### src/rtl/ibex_rf_writeback.sv
// Register-file writeback arbiter.
// Merges execute-stage results and load responses onto a single
// registered register-file write port. It also tracks one outstanding load
// and raises a decode-stage hazard for any destination not yet written.
module ibex_rf_writeback #(
    parameter bit          RV32E     = 1'b0,
    parameter int unsigned DataWidth = 32
) (
    input  logic                 clk_int,
    input  logic                 rst_ni,

    // Execute-stage write request
    input  logic                 ex_we_i,
    input  logic [4:0]           ex_waddr_i,
    input  logic [DataWidth-1:0] ex_wdata_i,
    output logic                 ex_ready_o,

    // Load/store unit
    input  logic                 lsu_req_i,
    input  logic [4:0]           lsu_waddr_i,
    input  logic                 lsu_rvalid_i,
    input  logic [DataWidth-1:0] lsu_rdata_i,
    input  logic                 lsu_err_i,

    // Decode-stage hazard check
    input  logic [4:0]           raddr_a_i,
    input  logic [4:0]           raddr_b_i,
    output logic                 hazard_o,
    output logic                 load_pending_o,

    // Register-file write port
    output logic                 rf_we_o,
    output logic [4:0]           rf_waddr_o,
    output logic [DataWidth-1:0] rf_wdata_o
);

    typedef enum logic {
        LdIdle = 1'b0,
        LdWait = 1'b1
    } ld_state_e;

    ld_state_e            state_q, state_d;
    logic [4:0]           pend_addr_q, pend_addr_d;

    logic                 buf_valid_q, buf_valid_d;
    logic [4:0]           buf_addr_q, buf_addr_d;
    logic [DataWidth-1:0] buf_data_q, buf_data_d;

    logic                 rf_we_q, rf_we_d;
    logic [4:0]           rf_waddr_q, rf_waddr_d;
    logic [DataWidth-1:0] rf_wdata_q, rf_wdata_d;

    logic                 load_waiting;
    logic                 waw_block;
    logic                 ex_accept;
    logic                 ex_wr_valid;
    logic                 lsu_wr_valid;
    logic                 pend_hit;
    logic                 buf_hit;
    logic                 rf_hit;

    // x0 is hardwired to zero; RV32E has no x16-x31.
    function automatic logic addr_writable(input logic [4:0] addr);
        return (addr != 5'd0) && !(RV32E && addr[4]);
    endfunction

    assign load_waiting = (state_q == LdWait);

    // An EX write to the register an outstanding load targets must wait, or
    // the older load data would overwrite the newer EX result.
    assign waw_block  = load_waiting && (ex_waddr_i == pend_addr_q) && (pend_addr_q != 5'd0);
    assign ex_ready_o = !buf_valid_q && !waw_block;

    assign ex_accept    = ex_we_i && ex_ready_o;
    assign ex_wr_valid  = ex_accept && addr_writable(ex_waddr_i);
    assign lsu_wr_valid = load_waiting && lsu_rvalid_i && !lsu_err_i && addr_writable(pend_addr_q);

    // Any destination still in flight blocks a read of that register.
    assign pend_hit = load_waiting && (pend_addr_q != 5'd0) &&
                      ((raddr_a_i == pend_addr_q) || (raddr_b_i == pend_addr_q));
    assign buf_hit  = buf_valid_q &&
                      ((raddr_a_i == buf_addr_q) || (raddr_b_i == buf_addr_q));
    assign rf_hit   = rf_we_q &&
                      ((raddr_a_i == rf_waddr_q) || (raddr_b_i == rf_waddr_q));

    assign hazard_o       = pend_hit || buf_hit || rf_hit;
    assign load_pending_o = load_waiting;

    assign rf_we_o    = rf_we_q;
    assign rf_waddr_o = rf_waddr_q;
    assign rf_wdata_o = rf_wdata_q;

    // Load tracker next state: one outstanding load at a time. A request in
    // WAIT and a response in IDLE are both ignored.
    always_comb begin
        // NOTE: every signal driven here gets a default first, so no path
        // through the block can leave a stale value and infer a latch.
        state_d     = state_q;
        pend_addr_d = pend_addr_q;
        case (state_q)
            LdIdle: begin
                if (lsu_req_i) begin
                    state_d     = LdWait;
                    pend_addr_d = lsu_waddr_i;
                end
            end
            LdWait: begin
                if (lsu_rvalid_i) begin
                    state_d = LdIdle;
                end
            end
            default: begin
                state_d = LdIdle;
            end
        endcase
    end

    // Write-port arbitration: load response, then skid buffer, then new EX write.
    always_comb begin
        rf_we_d     = 1'b0;
        rf_waddr_d  = rf_waddr_q;
        rf_wdata_d  = rf_wdata_q;
        buf_valid_d = buf_valid_q;
        buf_addr_d  = buf_addr_q;
        buf_data_d  = buf_data_q;

        if (lsu_wr_valid) begin
            rf_we_d    = 1'b1;
            rf_waddr_d = pend_addr_q;
            rf_wdata_d = lsu_rdata_i;
            // An EX write accepted this cycle loses the port and is parked.
            // ex_ready_o is low while the buffer is full, so this cannot
            // overwrite a held entry.
            if (ex_wr_valid) begin
                buf_valid_d = 1'b1;
                buf_addr_d  = ex_waddr_i;
                buf_data_d  = ex_wdata_i;
            end
        end else if (buf_valid_q) begin
            rf_we_d     = 1'b1;
            rf_waddr_d  = buf_addr_q;
            rf_wdata_d  = buf_data_q;
            buf_valid_d = 1'b0;
        end else if (ex_wr_valid) begin
            rf_we_d    = 1'b1;
            rf_waddr_d = ex_waddr_i;
            rf_wdata_d = ex_wdata_i;
        end
    end

    // Load tracker state register.
    always_ff @(posedge clk_int or negedge rst_ni) begin
        if (!rst_ni) begin
            state_q     <= LdIdle;
            pend_addr_q <= 5'd0;
        end else begin
            // NOTE: sequential state uses non-blocking assignments, so every
            // register samples the pre-edge values of the others.
            state_q     <= state_d;
            pend_addr_q <= pend_addr_d;
        end
    end

    // Skid buffer and register-file write port registers.
    always_ff @(posedge clk_int or negedge rst_ni) begin
        if (!rst_ni) begin
            buf_valid_q <= 1'b0;
            buf_addr_q  <= 5'd0;
            // NOTE: the buffer payload is reset along with its valid bit.
            // It is only a single entry, and the reset keeps it free of X
            // values in simulation.
            buf_data_q  <= '0;
            rf_we_q     <= 1'b0;
            rf_waddr_q  <= 5'd0;
            rf_wdata_q  <= '0;
        end else begin
            buf_valid_q <= buf_valid_d;
            buf_addr_q  <= buf_addr_d;
            buf_data_q  <= buf_data_d;
            rf_we_q     <= rf_we_d;
            rf_waddr_q  <= rf_waddr_d;
            rf_wdata_q  <= rf_wdata_d;
        end
    end

endmodule

### config.mk
export PLATFORM = sky130hd
export DESIGN_NAME = ibex_rf_writeback
export DESIGN_NICKNAME = d
export VERILOG_FILES = /design/src/rtl/ibex_rf_writeback.sv
export SDC_FILE = /design/constraint.sdc
export NUM_CORES = 1
export LEC_CHECK = 0
export CAP_MARGIN = 20
export CELL_PAD_IN_SITES_DETAIL_PLACEMENT = 0
export CELL_PAD_IN_SITES_GLOBAL_PLACEMENT = 2
export CORE_UTILIZATION = 25
export CTS_CLUSTER_DIAMETER = 60
export DETAILED_ROUTE_END_ITERATION = 10
export PLACE_DENSITY = 0.73
export SETUP_SLACK_MARGIN = 0.3
export SLEW_MARGIN = 30
export SYNTH_ARGS = -nofsm -noshare
export SYNTH_HDL_FRONTEND = slang
export SYNTH_SLANG_ARGS = --single-unit
### constraint.sdc
create_clock -name clk_int -period 2.7 [get_ports clk_int]
set_input_delay 0.54 -clock clk_int [delete_from_list [all_inputs] [get_ports clk_int]]
set_output_delay 0.54 -clock clk_int [all_outputs]
set_load 0.05 [all_outputs]
==> impl_metrics.py, run 1 <==
metrics = {
    "clock_network": {
        "cts_hold_buf": 0,
        "clk_root_buffer_cell": "sky130_fd_sc_hd__clkbuf_16",
        "clock_sink_count": 82,
        "insertion_delay_ns": 0.34,
        "cts.clk_slew.worst_paths_ns": 0.06,
        "cts_tree": "yes",
        "max-clock-path-buffers": 2,
        "number_of_buffers_inserted_during_clock_tree_synthesis": 9,
        "ctsHtreeMaxLevel": 3,
    },
    "setup_path": {
        "crit_fanout": 4,
        "worst_setup_path_end_kind": "output pin",
        "critical_path_class": "in -> out",
        "timing.critical_path.cells": "dlygate4sd2_1, xnor2_4, nand2_2, or3_4, o21ba_4, buf_8",
        "cpPeakStageDelay_ns": 0.39,
        "cp.required_ns": 2.16,
        "critPathLaunchType": "primary input",
        "rr_startpoint": "pend_addr_q[4]",
        "critPathArrivalTime_ns": 1.89,
        "launch_point_of_the_critical_path": "ex_waddr_i[3]",
        "critical_path.slowest_cell": "sky130_fd_sc_hd__or3_4",
    },
    "sta": {
        "max_freq_mhz": 412,
        "report.final.hold_viol_count": 0,
        "finalWorstSetupSlack_ns": 0.272,
        "setup_repair_after_global_routing_missed_its_margin": "true",
        "fin_tns_setup_ns": 0,
        "fin_crit_sh": 0.899,
        "post-route-min-period_ns": 2.43,
        "slew-limit-headroom": 0.549,
        "setup_viol": 0,
        "timing.hold.ws_ns": 0.229,
        "worst_slew_pin_slew_ns": 0.677,
        "timing.final.max_slew_violations": 0,
        "skew_ns": 0.00811,
    },
    "routing": {
        "vias": 3680,
        "viasPerCell": 4.71,
        "drtAntennaViolNets": 0,
        "initialDrtViolationCount": 117,
        "drc_errors": 0,
        "routed_wl_um": 13600,
        "drtPass1Iterations": 4,
        "dr_wl_cell_um": 17.5,
    },
    "synth": {
        "synth_fp_nets": 504,
        "post_synthesis_average_cell_area_sq_um": 10.5,
        "synth_simple_gate_area_frac": 0.131,
        "largest_family_of_logic_cells_by_synthesized_area": "compound AO/OA/AOI/OAI gates",
        "synth_mux_area_frac": 0.134,
        "yosys.area_share.adder": 0,
        "synth-seq-cells": 82,
        "netlist_instances": 414,
        "yosysWarningCount": 0,
        "post_synthesis_share_of_cell_area_spent_on_xor_and_xnor_gates": 0.0703,
        "seq_area_frac_synth": 0.470,
        "mappedNetlistArea_sq_mm": 0.00436,
        "synth_compound_area_frac": 0.151,
        "synth.distinct_cells": 35,
    },
    "final_layout": {
        "nNetsFinal": 646,
        "num_antenna_cells": 0,
        "layout.cells.most_common_list": "112 x sky130_fd_sc_hd__clkdlybuf4s50_1, 77 x sky130_fd_sc_hd__dfrtp_1, 65 x sky130_fd_sc_hd__a21oi_1",
        "drive_gt1_frac": 0.212,
        "final_cells": 781,
        "postLayoutCoreUtil": 0.392,
        "synthToLayoutAreaGrowth_pct": 51.0,
        "final_area_sq_mm": 0.00659,
        "most_common_cell_after_layout_fill_and_taps_aside": "sky130_fd_sc_hd__clkdlybuf4s50_1",
    },
    "place": {
        "place.gp.congestion": 0.829,
        "dpl-instance-area_sq_mm": 0.00601,
        "placement.setup.worst_slack_ns": -0.0619,
        "detailed_place_hpwl_um": 8750,
        "place.port_buffers": 130,
        "place.detailed.instances": 747,
    },
    "grt": {
        "track_usage": 0.151,
        "number_of_global_route_vias_before_repair": 3919,
        "antenna_found_initial": 0,
        "grt_overflow_total": 0,
        "grt_start_max_net_pins": 72,
        "first_pass_grt_wire_length_um": 20900,
    },
    "floorplan": {
        "fp.coreArea_sq_mm": 0.0168,
        "placement_rows": 47,
        "die_y_um": 134,
        "die_x_um": 134,
        "die_area_sq_mm": 0.0180,
        "initial_core_util": 0.259,
        "io-pin-count": 131,
    },
    "pwr": {
        "power_density_mw_per_mm2": 757,
        "p_leak_nw": 2.67,
        "max_ir_drop_vdd_uv": 291,
        "post-layout-total-power_mw": 4.98,
    },
    "hold_path": {
        "worstHoldPathType": "in -> async",
    },
    "flow_run": {
        "max_cap_violations": 0,
    },
    "run_status": {
        "run_status": "complete, no violations",
    },
}
worst max-delay path, delay by kind of cell:
| kind | cells | cell delay, ns |
|---|---|---|
| XOR/XNOR | 1 | 0.16 |
| buffers and inverters | 2 | 0.51 |
| AO/OA/AOI/OAI | 1 | 0.21 |
| AND/OR/NAND/NOR | 2 | 0.47 |
logic make-up (layout without fill, tap and decap cells):
family / after synthesis / count (layout)
muxes: 42 / 42
buffers and inverters: 36 / 183
DFF: 82 / 82
and+or+nand+nor: 101 / 101
xor gates and xnor gates: 35 / 35
AOI/OAI and AO/OA: 118 / 118
sequential cells by signal, summed over array words and instances, names as in the netlist:
register,flops
rf_we_o,1
rf_waddr_o,5
load_pending_o,1
buf_addr_q,5
pend_addr_q,5
buf_valid_q,1
buf_data_q,32
rf_wdata_o,32
power breakdown:
group | switching (mW) | leakage (nW) | internal [mW]
registers | 0.274 | 0.973 | 1.59
logic | 0.972 | 1.56 | 1.01
clock network | 0.494 | 0.133 | 0.645
total | 1.74 | 2.67 | 3.24
synthesized netlist by cell type, drive strengths merged:
library cell	count	share of area
buf	16	0.026
inv	1	0.00086
nand2	34	0.029
or4	2	0.0043
a31oi	1	0.0014
dfrtp	82	0.47
a22oi	5	0.0086
o211ai	1	0.0017
o41ai	1	0.0020
o21ba	1	0.0023
mux2	42	0.13
nor3	16	0.018
nor4bb	1	0.0023
nand3	5	0.0057
a21oi	65	0.075
o21a	1	0.0017
xnor2	21	0.042
or3	1	0.0014
a2111oi	5	0.010
nand2b	7	0.010
o21ai	36	0.045
a21o	1	0.0017
nor2b	1	0.0014
clkbuf	19	0.016
xor2	14	0.028
nor2	1	0.00086
nand3b	32	0.055
and3b	1	0.0020
o41a	1	0.0026
final timing paths:
check	end	slack, ns	cells after the start
worst max-delay path	ex_ready_o	0.27	6
worst min register to register	buf_data_q[0]	0.50	1
max in group asynchronous	buf_valid_q	1.81	2
min in group clk_int	buf_data_q[0]	0.50	1
worst max register to register	buf_data_q[5]	0.47	6
worst min-delay path	pend_addr_q[1]	0.23	1
routing by layer:
layer,global-route usage,part of all wire
met1,0.196,0.47
met2,0.246,0.47
met3,0.0310,0.043
met4,0.0537,0.015
met5,0,0
what timing repair did:
item,CTS,global route
gates cloned,0,2
buffers inserted,5,11
resized for setup,26,14
endpoints found under the setup margin,9,76
pin swaps,6,15
final cells by class:
cell class                 instances  area [sq um]
fill                            1673         10200
multi-input combinational        296          2260
sequential                        82          2060
timing repair buffer             166          1720
tap                              220           275
clock buffer                      13           250
clock inverter                     3          15.0
inverter                           1          3.75
No activity file was read; power rests on OpenSTA's default activity.
==> run 2: changes to the inputs <==
--- a/config.mk
+++ b/config.mk
@@ -5,13 +5,14 @@
 export SDC_FILE = /design/constraint.sdc
 export NUM_CORES = 1
 export LEC_CHECK = 0
+export ABC_AREA = 1
 export CAP_MARGIN = 20
 export CELL_PAD_IN_SITES_DETAIL_PLACEMENT = 0
 export CELL_PAD_IN_SITES_GLOBAL_PLACEMENT = 2
 export CORE_UTILIZATION = 25
 export CTS_CLUSTER_DIAMETER = 60
 export DETAILED_ROUTE_END_ITERATION = 10
-export PLACE_DENSITY = 0.73
+export PLACE_DENSITY = 0.76
 export SETUP_SLACK_MARGIN = 0.3
 export SLEW_MARGIN = 30
 export SYNTH_ARGS = -nofsm -noshare
==> run 2 against run 1 <==
Sequential share of layout area decreased by 0.18 points. Count of clock-buffer cells in the layout decreased by 3. Sequential cell count unchanged. First-iteration DRC count increased by 56%. Worst setup slack improved by 0.056 ns. Via count increased by 12%. Total power decreased by 4.7%. Die area increased by 9.5%. Global-route usage decreased by 0.36 points. Critical path depth increased by 1. Critical endpoint is now hazard_o. Largest cell class unchanged.
==> impl_metrics.py, run 2 <==
metrics = {
    "routing": {
        "dr_wl_cell_um": 14.7,
        "drtPass1Iterations": 4,
        "drtAntennaViolNets": 0,
        "drc_errors": 0,
        "initialDrtViolationCount": 182,
        "viasPerCell": 4.39,
        "routed_wl_um": 13900,
        "vias": 4139,
    },
    "final_layout": {
        "most_common_cell_after_layout_fill_and_taps_aside": "sky130_fd_sc_hd__nand2_1",
        "nNetsFinal": 794,
        "layout.filler_cells": 1959,
        "multi_input_area_sq_mm": 0.00226,
        "postLayoutCoreUtil": 0.353,
        "register_area_sq_mm": 0.00205,
        "num_antenna_cells": 0,
        "drive_gt1_frac": 0.140,
        "layout.cells.most_common_list": "198 x sky130_fd_sc_hd__nand2_1, 120 x sky130_fd_sc_hd__clkdlybuf4s50_1, 81 x sky130_fd_sc_hd__dfrtp_1",
        "final_area_sq_mm": 0.00661,
        "final_cells": 943,
        "synthToLayoutAreaGrowth_pct": 38.2,
    },
    "pwr": {
        "max_ir_drop_vdd_uv": 283,
        "power_density_mw_per_mm2": 719,
        "p_leak_nw": 3.12,
    },
    "setup_path": {
        "critical_path.slowest_cell": "sky130_fd_sc_hd__clkdlybuf4s50_1",
        "critical_path.top_delay_family": "buffers and inverters",
        "cp.required_ns": 2.16,
        "cpPeakStageDelay_ns": 0.61,
        "critPathLaunchType": "primary input",
        "worst-r2r-setup-slack_ns": 0.82,
        "worst_setup_path_end_kind": "output pin",
        "critical-path-top-cell-by-count": "sky130_fd_sc_hd__nand2_1",
        "critical_path_buf_inv_count": 2,
        "critical_path_class": "in -> out",
        "crit_fanout": 3,
        "critPathArrivalTime_ns": 1.83,
        "timing.critical_path.cells": "clkdlybuf4s50_1, xnor2_1, nand4_1, nand2_1, nand2_1, nand3_2, buf_12",
    },
    "grt": {
        "globalRouteMet3Util": 0.0332,
        "grt_start_max_net_pins": 53,
        "globalRoute.busiestLayer": "met2",
        "antenna_found_initial": 0,
        "grt_overflow_total": 0,
        "first_pass_grt_wire_length_um": 22400,
        "track_usage": 0.147,
        "number_of_global_route_vias_before_repair": 4221,
        "gr_util_met1": 0.187,
        "use_met2": 0.249,
    },
    "synth": {
        "synth_fp_nets": 681,
        "seq_area_frac_synth": 0.429,
        "netlist_instances": 591,
        "synthFlopType": "sky130_fd_sc_hd__dfrtp_1",
        "synthDominantAreaCellType": "sky130_fd_sc_hd__dfrtp_1",
        "synth_mux_area_frac": 0,
        "largest_family_of_logic_cells_by_synthesized_area": "simple AND/OR/NAND/NOR gates",
        "mappedNetlistArea_sq_mm": 0.00478,
        "yosys.area_share.adder": 0,
        "synth-edff-count": 0,
        "post_synthesis_average_cell_area_sq_um": 8.09,
        "synth-seq-cells": 82,
        "async_reset_ff_frac": 1.00,
        "post-synth-top-count-cell": "sky130_fd_sc_hd__nand2_1",
        "synth_compound_area_frac": 0.134,
        "yosys-top-cells-count": "198 x sky130_fd_sc_hd__nand2_1, 82 x sky130_fd_sc_hd__dfrtp_1, 46 x sky130_fd_sc_hd__inv_1",
        "synth_top_area_share": 0.429,
        "synth.distinct_cells": 29,
        "synth_simple_gate_area_frac": 0.279,
        "yosysWarningCount": 0,
        "ys_top_cells_by_area": "sky130_fd_sc_hd__dfrtp_1 43%, sky130_fd_sc_hd__nand2_1 16%, sky130_fd_sc_hd__o21ai_2 5.5%, sky130_fd_sc_hd__nand3_2 4.6%, sky130_fd_sc_hd__a31oi_1 4.2%",
        "post_synthesis_share_of_cell_area_spent_on_xor_and_xnor_gates": 0.0550,
    },
    "place": {
        "place.port_buffers": 130,
        "placement.setup.worst_slack_ns": 0.166,
        "place.gp.congestion": 0.796,
        "place.detailed.instances": 927,
        "dpl-instance-area_sq_mm": 0.00627,
        "detailed_place_hpwl_um": 9730,
    },
    "clock_network": {
        "number_of_buffers_inserted_during_clock_tree_synthesis": 9,
        "cts.clk_slew.worst_paths_ns": 0.06,
        "clock_sink_count": 82,
        "cts.repair_timing.setup_buffer_count": 0,
        "clk_root_buffer_cell": "sky130_fd_sc_hd__clkbuf_16",
        "cts_hold_buf": 0,
        "max-clock-path-buffers": 2,
        "insertion_delay_ns": 0.34,
        "ctsHtreeMaxLevel": 3,
        "cts_tree": "yes",
    },
    "sta": {
        "slew-limit-headroom": 0.598,
        "fin_crit_sh": 0.878,
        "fin_tns_setup_ns": 0,
        "max_freq_mhz": 422,
        "setup_repair_after_global_routing_missed_its_margin": "false",
        "setup_viol": 0,
        "report.final.hold_viol_count": 0,
        "timing.final.max_slew_violations": 0,
        "skew_ns": 0.00690,
        "worst_slew_pin_slew_ns": 0.603,
        "post-route-min-period_ns": 2.37,
        "finalWorstSetupSlack_ns": 0.328,
    },
    "floorplan": {
        "die_y_um": 140,
        "placement_rows": 50,
        "io-pin-count": 131,
        "die_area_sq_mm": 0.0197,
        "fp.coreArea_sq_mm": 0.0187,
        "die_x_um": 140,
        "initial_core_util": 0.256,
    },
    "run_status": {
        "run_status": "complete, no violations",
    },
    "flow_run": {
        "max_cap_violations": 0,
    },
    "hold_path": {
        "worstHoldPathType": "in -> async",
    },
}
-- run 2: worst register-to-register path: stages, from the launching register on --
cell	delay [ns]
sky130_fd_sc_hd__dfrtp_1	0.46
sky130_fd_sc_hd__nor2_1	0.16
sky130_fd_sc_hd__nand3_2	0.12
sky130_fd_sc_hd__nand2_4	0.25
sky130_fd_sc_hd__buf_12	0.27
sky130_fd_sc_hd__nand3_2	0.11
sky130_fd_sc_hd__buf_4	0.24
sky130_fd_sc_hd__nand2_1	0.12
sky130_fd_sc_hd__nand2_1	0.06
-- run 2: what timing repair did --
| item | CTS | global route |
|---|---|---|
| endpoints found under the setup margin | 1 | 1 |
| pin swaps | 1 | 0 |
| cloned | 0 | 0 |
| gates resized for setup | 6 | 5 |
-- run 2: stage by stage --
stage | hold WS [ns] | power (mW)
CTS | 0.219 | 4.83
detailed placement | 0.468 | 3.46
global route | 0.236 | 5.04
global placement | 0.465 | 3.43
finish | 0.191 | 4.75
floorplan | 0.244 | 2.86
-- run 2: final timing paths --
check / startpoint / end / cells past startpoint
setup / recovery: raddr_b_i[0] / hazard_o / 7
hold / removal: rst_ni / buf_data_q[26] / 1
setup reg to reg: pend_addr_q[1] / rf_waddr_o[0] / 8
hold reg to reg: buf_data_q[27] / buf_data_q[27] / 2
max in group asynchronous: rst_ni / buf_data_q[6] / 2
min in group clk_int: buf_data_q[27] / buf_data_q[27] / 2
-- run 2: power by group --
part | total (mW) | switching, mW | internal, mW | leakage [nW]
registers | 1.79 | 0.253 | 1.53 | 1.01
clock network | 1.33 | 0.512 | 0.814 | 0.153
logic | 1.63 | 0.969 | 0.666 | 1.96
-- run 2: layout make-up --
type / count / area share
tap: 234 / 0.0443
inverter: 49 / 0.0278
sequential: 82 / 0.311
clock inverter: 6 / 0.0136
multi-input combinational: 420 / 0.343
timing repair buffer: 142 / 0.226
clock buffer: 10 / 0.0347
-- run 2: layer usage --
metal / up-vias / part of all wire
li1: 2118 / -
met1: 1935 / 0.48
met2: 76 / 0.48
met3: 10 / 0.038
met4: 0 / 0.011
met5: - / 0
-- run 2: cells by family after synthesis --
group,Yosys count
AND/OR/NAND/NOR,297
AO/OA/AOI/OAI,93
XOR/XNOR,30
buffers and inverters,89
flip-flops,82
==> run 3: changes to the inputs <==
--- a/config.mk
+++ b/config.mk
@@ -12,9 +12,9 @@
 export CORE_UTILIZATION = 25
 export CTS_CLUSTER_DIAMETER = 60
 export DETAILED_ROUTE_END_ITERATION = 10
+export GPL_TIMING_DRIVEN = 0
 export PLACE_DENSITY = 0.76
 export SETUP_SLACK_MARGIN = 0.3
-export SLEW_MARGIN = 30
 export SYNTH_ARGS = -nofsm -noshare
 export SYNTH_HDL_FRONTEND = slang
 export SYNTH_SLANG_ARGS = --single-unit
==> run 3 against run 2 <==
Fmax increased by 2.2%. Total power fell by 0.35%. Clock skew rose by 0.0030 ns. Die area unchanged. Via count grew 5.1%. Global-route usage is 1.4 points higher. Sequential power hardly changed. Utilization rose by 0.62 points. Critical path type unchanged. Critical endpoint is now ex_ready_o.
==> impl_metrics.py, run 3 (synthesis results as in run 2) <==
metrics = {
    "routing": {
        "viasPerCell": 4.47,
        "drtAntennaViolNets": 0,
        "dr_wl_cell_um": 15.5,
        "drc_errors": 0,
        "vias": 4350,
        "initialDrtViolationCount": 193,
        "drtPass1Iterations": 4,
        "routed_wl_um": 15100,
    },
    "grt": {
        "grt_overflow_total": 0,
        "number_of_global_route_vias_before_repair": 4444,
        "grt_start_max_net_pins": 69,
        "first_pass_grt_wire_length_um": 24200,
        "track_usage": 0.160,
        "antenna_found_initial": 0,
    },
    "sta": {
        "slew-limit-headroom": 0.607,
        "fin_crit_sh": 0.860,
        "timing.final.max_slew_violations": 0,
        "report.final.hold_viol_count": 0,
        "setup_repair_after_global_routing_missed_its_margin": "false",
        "timing.hold.ws_ns": 0.0506,
        "worst_slew_pin_slew_ns": 0.590,
        "post-route-min-period_ns": 2.32,
        "fin_tns_setup_ns": 0,
        "skew_ns": 0.00986,
        "setup_viol": 0,
        "finalWorstSetupSlack_ns": 0.378,
        "max_freq_mhz": 431,
    },
    "clock_network": {
        "ctsHtreeMaxLevel": 3,
        "insertion_delay_ns": 0.35,
        "cts.clk_slew.worst_paths_ns": 0.07,
        "cts_tree": "yes",
        "clk_root_buffer_cell": "sky130_fd_sc_hd__clkbuf_16",
        "max-clock-path-buffers": 2,
        "number_of_buffers_inserted_during_clock_tree_synthesis": 9,
        "clock_sink_count": 82,
    },
    "setup_path": {
        "critPathArrivalTime_ns": 1.78,
        "crit_fanout": 3,
        "critical_path_class": "in -> out",
        "worst_setup_path_end_kind": "output pin",
        "critPathLaunchType": "primary input",
        "cp.required_ns": 2.16,
    },
    "floorplan": {
        "die_y_um": 140,
        "initial_core_util": 0.256,
        "die_x_um": 140,
        "fp.coreArea_sq_mm": 0.0187,
        "io-pin-count": 131,
        "placement_rows": 50,
        "die_area_sq_mm": 0.0197,
    },
    "final_layout": {
        "synthToLayoutAreaGrowth_pct": 40.6,
        "drive_gt1_frac": 0.169,
        "final_area_sq_mm": 0.00672,
        "layout.cells.most_common_list": "196 x sky130_fd_sc_hd__nand2_1, 117 x sky130_fd_sc_hd__clkdlybuf4s50_1, 80 x sky130_fd_sc_hd__dfrtp_1",
        "most_common_cell_after_layout_fill_and_taps_aside": "sky130_fd_sc_hd__nand2_1",
        "num_antenna_cells": 0,
        "nNetsFinal": 825,
    },
    "place": {
        "detailed_place_hpwl_um": 11300,
        "place.gp.congestion": 0.819,
        "dpl-instance-area_sq_mm": 0.00640,
        "placement.setup.worst_slack_ns": -0.574,
        "place.port_buffers": 130,
    },
    "pwr": {
        "max_ir_drop_vdd_uv": 302,
        "power_density_mw_per_mm2": 704,
        "post-layout-total-power_mw": 4.73,
        "p_leak_nw": 3.21,
    },
    "flow_run": {
        "max_cap_violations": 0,
    },
    "hold_path": {
        "worstHoldPathType": "in -> async",
    },
    "run_status": {
        "run_status": "complete, no violations",
    },
}
## run 3: power breakdown
part           switching, mW  leakage (nW)  internal, mW  total [mW]
sequential             0.228          1.01          1.53        1.76
combinational           1.01          2.06         0.697        1.71
clock                  0.513         0.143         0.743        1.26
## run 3: per-layer routing
metal,up-vias,share of wire,GRT usage
met2,109,0.47,0.257
met3,17,0.042,0.0267
met5,-,0,0
met1,2042,0.47,0.216
li1,2182,-,-
met4,0,0.018,0.0613
## run 3: critical path, cell delays in order
cell	delay (ns)
sky130_fd_sc_hd__clkdlybuf4s50_1	0.55
sky130_fd_sc_hd__xnor2_1	0.15
sky130_fd_sc_hd__nand2_1	0.12
sky130_fd_sc_hd__nor2_4	0.13
sky130_fd_sc_hd__a21oi_1	0.07
sky130_fd_sc_hd__buf_2	0.22
## run 3: cell type report
cell class	count	area (sq um)
sequential	82	2050
clock inverter	4	51.3
fill	1955	12000
buffer	40	308
inverter	49	184
clock buffer	12	246
timing repair buffer	133	1340
multi-input combinational	420	2250
tap	234	293
## run 3: timing repair
action                                  in CTS  in global routing
endpoints found under the setup margin       2                  2
buffers inserted                             0                  2
pin swaps                                    0                  1
hold buffers                                 0                  0
resized for setup                           16                 17
## run 3: stage by stage
step / utilization / instances
after detailed placement: 0.342 / 956
after floorplan: - / 591
after global routing: 0.359 / 974
after global placement: 0.341 / 955
final: 0.359 / 974
after CTS: 0.357 / 972
## run 3: worst paths after layout
kind	slack, ns	depth (start not counted)	endpoint	startpoint
setup / recovery	0.38	6	ex_ready_o	ex_waddr_i[4]
min in group clk_int	0.48	2	buf_data_q[8]	buf_data_q[8]
hold / removal	0.05	1	rf_wdata_o[26]	rst_ni
setup reg to reg	0.83	9	rf_wdata_o[11]	pend_addr_q[3]
hold reg to reg	0.48	2	buf_data_q[8]	buf_data_q[8]
max in group asynchronous	1.98	2	rf_waddr_o[3]	rst_ni
